--- src/rtl/branch_fetch_redirect.sv ---
// branch_fetch_redirect: fetch PC sequencer with a 2-entry instruction queue.
// It keeps at most one instruction-memory request in flight, redirects on
// taken branches, and discards the fetch that was in flight when a redirect
// arrived.
// Optional build macro BRANCH_FETCH_PERF_EN adds the redirect_cnt and
// squash_cnt saturating performance counters.
//
// state    | meaning
// ---------+---------------------------------------------------------------
// ST_IDLE  | no request outstanding (queue full, or just out of reset)
// ST_REQ   | imem_req high for fetch_pc, waiting for imem_ack
// ST_DRAIN | wrong-path request still outstanding, its data will be dropped
module branch_fetch_redirect #(
    parameter logic [31:0] RESET_PC = 32'h0000_0000,
    parameter int unsigned PC_STEP  = 4,
    parameter int unsigned INSTR_W  = 32
) (
    input  logic               clk,
    input  logic               rst,
    input  logic               br_valid,
    input  logic               br_taken,
    input  logic [31:0]        br_target,
    output logic               imem_req,
    output logic [31:0]        imem_addr,
    input  logic               imem_ack,
    input  logic [INSTR_W-1:0] imem_data,
    output logic               if_valid,
    output logic [31:0]        if_pc,
    output logic [INSTR_W-1:0] if_instr,
    input  logic               id_ready,
    output logic               flush,
    output logic               misalign_err
`ifdef BRANCH_FETCH_PERF_EN
    ,
    output logic [31:0]        redirect_cnt,
    output logic [31:0]        squash_cnt
`endif
);

    localparam logic [1:0]  ST_IDLE  = 2'd0;
    localparam logic [1:0]  ST_REQ   = 2'd1;
    localparam logic [1:0]  ST_DRAIN = 2'd2;
    localparam logic [31:0] STEP     = 32'(PC_STEP);

    logic [1:0]         state;
    logic [1:0]         state_nxt;
    logic [31:0]        fetch_pc;
    logic [31:0]        fetch_pc_nxt;
    logic [31:0]        req_addr;
    logic [31:0]        req_addr_nxt;

    logic [31:0]        q_pc        [2];
    logic [INSTR_W-1:0] q_instr     [2];
    logic [31:0]        q_pc_nxt    [2];
    logic [INSTR_W-1:0] q_instr_nxt [2];
    logic [1:0]         q_cnt;
    logic [1:0]         q_cnt_nxt;

    logic               redirect;
    logic [31:0]        target_aligned;
    logic               ack_live;
    logic               push;
    logic               pop;
    logic               push_slot;

    assign redirect       = br_valid && br_taken;
    assign target_aligned = {br_target[31:2], 2'b00};
    assign ack_live       = imem_ack && (state != ST_IDLE);
    assign pop            = (q_cnt != 2'd0) && id_ready;
    // Only a correct-path ack with no redirect this cycle delivers an entry.
    assign push           = ack_live && (state == ST_REQ) && !redirect;
    assign push_slot      = !((q_cnt == 2'd0) || ((q_cnt == 2'd1) && pop));

    assign imem_req  = (state != ST_IDLE);
    assign imem_addr = req_addr;
    assign if_valid  = (q_cnt != 2'd0);
    assign if_pc     = q_pc[0];
    assign if_instr  = q_instr[0];

    // Queue next-state: shift on pop, write behind the surviving entries on push.
    always_comb begin
        q_pc_nxt    = q_pc;
        q_instr_nxt = q_instr;
        q_cnt_nxt   = q_cnt;
        if (redirect) begin
            q_cnt_nxt = 2'd0;
        end else begin
            if (pop) begin
                q_pc_nxt[0]    = q_pc[1];
                q_instr_nxt[0] = q_instr[1];
            end
            if (push) begin
                q_pc_nxt[push_slot]    = req_addr;
                q_instr_nxt[push_slot] = imem_data;
            end
            q_cnt_nxt = q_cnt + {1'b0, push} - {1'b0, pop};
        end
    end

    // Fetch FSM and PC update; the request address is frozen only while draining.
    always_comb begin
        state_nxt    = state;
        fetch_pc_nxt = fetch_pc;
        case (state)
            ST_IDLE: begin
                if (q_cnt_nxt != 2'd2) state_nxt = ST_REQ;
            end
            ST_REQ: begin
                if (redirect) begin
                    state_nxt = imem_ack ? ST_REQ : ST_DRAIN;
                end else if (imem_ack) begin
                    fetch_pc_nxt = fetch_pc + STEP;
                    state_nxt    = (q_cnt_nxt != 2'd2) ? ST_REQ : ST_IDLE;
                end
            end
            ST_DRAIN: begin
                if (imem_ack) state_nxt = ST_REQ;
            end
            default: state_nxt = ST_IDLE;
        endcase
        if (redirect) fetch_pc_nxt = target_aligned;
        req_addr_nxt = (state_nxt == ST_DRAIN) ? req_addr : fetch_pc_nxt;
    end

    // Register FSM, PCs, queue and the one-cycle redirect pulses.
    always_ff @(posedge clk) begin
        if (rst) begin
            state        <= ST_IDLE;
            fetch_pc     <= RESET_PC;
            req_addr     <= RESET_PC;
            q_cnt        <= 2'd0;
            q_pc[0]      <= '0;
            q_pc[1]      <= '0;
            q_instr[0]   <= '0;
            q_instr[1]   <= '0;
            flush        <= 1'b0;
            misalign_err <= 1'b0;
        end else begin
            state        <= state_nxt;
            fetch_pc     <= fetch_pc_nxt;
            req_addr     <= req_addr_nxt;
            q_cnt        <= q_cnt_nxt;
            q_pc[0]      <= q_pc_nxt[0];
            q_pc[1]      <= q_pc_nxt[1];
            q_instr[0]   <= q_instr_nxt[0];
            q_instr[1]   <= q_instr_nxt[1];
            flush        <= redirect;
            misalign_err <= redirect && (br_target[1:0] != 2'b00);
        end
    end

`ifdef BRANCH_FETCH_PERF_EN
    logic        dropped;
    logic [2:0]  squash_inc;
    logic [32:0] redirect_sum;
    logic [32:0] squash_sum;

    // A dropped fetch is one whose ack lands while draining or alongside a redirect.
    assign dropped      = ack_live && ((state == ST_DRAIN) || redirect);
    assign squash_inc   = (redirect ? {1'b0, q_cnt} : 3'd0) + {2'b00, dropped};
    assign redirect_sum = {1'b0, redirect_cnt} + {32'd0, redirect};
    assign squash_sum   = {1'b0, squash_cnt} + {30'd0, squash_inc};

    // Saturating performance counters.
    always_ff @(posedge clk) begin
        if (rst) begin
            redirect_cnt <= 32'd0;
            squash_cnt   <= 32'd0;
        end else begin
            redirect_cnt <= redirect_sum[32] ? 32'hFFFF_FFFF : redirect_sum[31:0];
            squash_cnt   <= squash_sum[32] ? 32'hFFFF_FFFF : squash_sum[31:0];
        end
    end
`endif

endmodule

--- config.mk ---
export PLATFORM = sky130hd
export DESIGN_NAME = branch_fetch_redirect
export DESIGN_NICKNAME = d
export VERILOG_FILES = /design/src/rtl/branch_fetch_redirect.sv
export SDC_FILE = /design/constraint.sdc
export NUM_CORES = 1
export LEC_CHECK = 0
export CAP_MARGIN = 10
export CORE_MARGIN = 2
export CORE_UTILIZATION = 65
export CTS_BUF_LIST = sky130_fd_sc_hd__clkbuf_4 sky130_fd_sc_hd__clkbuf_8
export DETAILED_ROUTE_END_ITERATION = 10
export DONT_BUFFER_PORTS = 1
export PLACE_DENSITY = 0.9
export SYNTH_ARGS = -nofsm -noshare
export SYNTH_HDL_FRONTEND = slang
export SYNTH_SLANG_ARGS = --single-unit
--- constraint.sdc ---
create_clock -name clk -period 4.9 [get_ports clk]
set_clock_uncertainty 0.15 [all_clocks]
set_input_delay 0.49 -clock clk [delete_from_list [all_inputs] [get_ports clk]]
set_output_delay 0.49 -clock clk [all_outputs]
set_load 0.02 [all_outputs]
==> impl_metrics.yaml <==
die:
  initial_core_util: 0.664
  ios: 170
  die-area_mm2: 0.0145
  die_y_um: 120
  placementRows: 42
  die_w_um: 120
  core_mm2: 0.0132
timing:
  fin_crit_sh: 0.571
  rsz0062_at_grt: "no"
  slew_headroom: 0.303
  max_freq_mhz: 358
  fin_ws_ns: 2.10
  finalSetupViolations: 0
  final_max_slew_viol_count: 0
  setup-tns-final_ns: 0
  fin_crit_ns: 2.80
  worstMarginPinSlew_ns: 1.04
  finalHoldViolations: 0
finish:
  drive_gt1_frac: 0.0632
  syn_to_final_growth_pct: 2.59
  final_cell_mix: "dfxtp_1, nand2_1, a21oi_1"
  stdcell_count: 1110
  final_area_mm2: 0.00902
  nets: 994
  diodes: 0
  fillers: 1038
  final_common_cell: "dfxtp_1"
logic_synthesis:
  syn_inst: 1010
  syn-num-nets: 1083
  yosys.area.top_type: "dfxtp_1"
  synth.yosys.seq_area_share: 0.451
  synthTopCellsByArea: "dfxtp_1, a21oi_1, mux2i_1"
  synth_edf_count: 0
  synth_top_area_share: 0.451
  async_reset_ff_frac: 0
  synthFlopType: "dfxtp_1"
  synthesis.area_mm2: 0.00879
  syn_area_per_cell_um2: 8.71
  synth-seq-cells: 198
  synth_cell_type_count: 51
  ys.warnings.count: 0
place:
  dp_slack_ns: 1.98
  place_area_mm2: 0.00830
  routabilityCongestion: 0.840
  numPlacedInstances: 1046
  io_buffers: 0
  dpl.hpwl_mm: 12.7
pwr:
  powerDensity_mw_per_mm2: 367
  finalPower_mw: 3.31
  vdd_drop_max_mv: 0.162
  leakage_nw: 2.95
global_route:
  antenna_found_initial: 0
  grt_pass1_wl_mm: 33.3
  grt_util_all_layers: 0.286
  grt_max_degree: 178
  grt_pass1_vias: 6524
  grt_overflow: 0
setup_path:
  path_class: "reg -> reg"
  cp.arrival_ns: 3.02
  endpoint_kind: "flop"
  crit_path_start_kind: "flop"
  cp_max_fo: 93
  required_ns: 5.12
clock_network:
  htreeDepth: 4
  hold_buffers: 31
  cts_sinks: 198
  numCtsBuffers: 17
  post_cts_buffers: 0
  path_clk_slew_ns: 0.10
  clockBufferDepth: 2
  ctsResizeCount: 0
  cts-root-buf: "clkbuf_8"
  tritoncts: "built"
  insertion_delay_ns: 0.46
detailed_routing:
  via_count: 7031
  wl_per_cell_um: 19.0
  drtPass1Iterations: 5
  viasPerCell: 6.33
  antenna_left: 0
  drc: 0
  wl_mm: 21.1
  drtIter0Drc: 730
job:
  drv_cap: 0
hold_path:
  holdCritPathClass: "in -> reg"
status:
  run_status: "finished, final reports clean"
-- metrics by stage --
step	util	hold WS, ns
2_1_floorplan	-	0.279
3_3_place_gp	0.627	0.287
3_5_place_dp	0.627	0.291
4_1_cts	0.681	0.000172
5_1_grt	0.681	0.00551
6_report	0.681	0.0166
-- worst max-delay path, cell delays in order, from the launching register on --
cell	delay (ns)
dfxtp_1	0.47
nand3b_4	0.22
nand2b_1	0.22
nand2b_4	0.79
buf_4	0.48
a21oi_1	0.09
a211oi_1	0.25
-- synth_stat cells (2+ instances only) --
cell / n
buf_4: 64
o21ai_0: 5
o41ai_2: 2
and3_1: 4
xor2_1: 5
o21ai_1: 6
buf_1: 12
nand4_1: 13
o41ai_1: 5
nor3_1: 28
a21oi_1: 143
or2_2: 4
or3_1: 2
nor4_2: 2
and4_1: 3
o22a_1: 7
nand3b_1: 14
ha_1: 3
xnor2_1: 8
nand4b_1: 3
or4_1: 3
dfxtp_1: 198
o31a_1: 6
o31ai_1: 7
a21o_1: 3
inv_1: 4
a31o_2: 2
o21a_1: 3
nor2_1: 49
mux2i_1: 67
a31o_1: 3
nand2b_1: 6
and2_1: 6
a211oi_1: 74
a211o_1: 3
nand3_1: 6
nand2_1: 145
nor4_1: 10
a311oi_2: 2
clkbuf_1: 65
buf_2: 5
-- kinds of logic (layout without fill, tap and decap cells) --
family,count (synthesis),after routing,synth area share
simple gates,303,303,0.164
compound gates,276,276,0.200
flops,198,198,0.451
buf+inv,150,74,0.0920
mux,67,67,0.0763
xor+xnor,13,13,0.0129
fa+ha+maj,3,3,0.00427
-- final timing paths --
check           startpoint        to  slack [ns]  depth (start not counted)
max               state[1]  if_pc[9]        2.10                          6
max reg2reg       state[1]  if_pc[9]        2.10                          6
min          imem_data[29]      flop        0.02                          2
min reg2reg           flop      flop        0.31                          2
-- routing by layer --
metal | GRT usage | wire length, um
met5 | 0 | 0
met3 | 0.0896 | 1740
met4 | 0.0814 | 345
met1 | 0.371 | 9050
met2 | 0.460 | 9920
-- layout make-up --
type / count / area [um^2] / share of cell area
inverters: 4 / 15.0 / 0.00166
clock inverters: 13 / 133 / 0.0147
well taps: 176 / 220 / 0.0244
clock buffers: 19 / 255 / 0.0283
flip-flops and latches: 198 / 3960 / 0.439
multi-input cells: 662 / 4050 / 0.449
repair buffers: 38 / 383 / 0.0424
-- power breakdown --
part	total, mW	leakage (nW)	internal, mW	switching [mW]
registers	1.91	1.62	1.71	0.195
clock network	1.02	0.191	0.468	0.554
logic	0.381	1.15	0.158	0.223
Note: power is estimated with default switching activity, not from simulation.
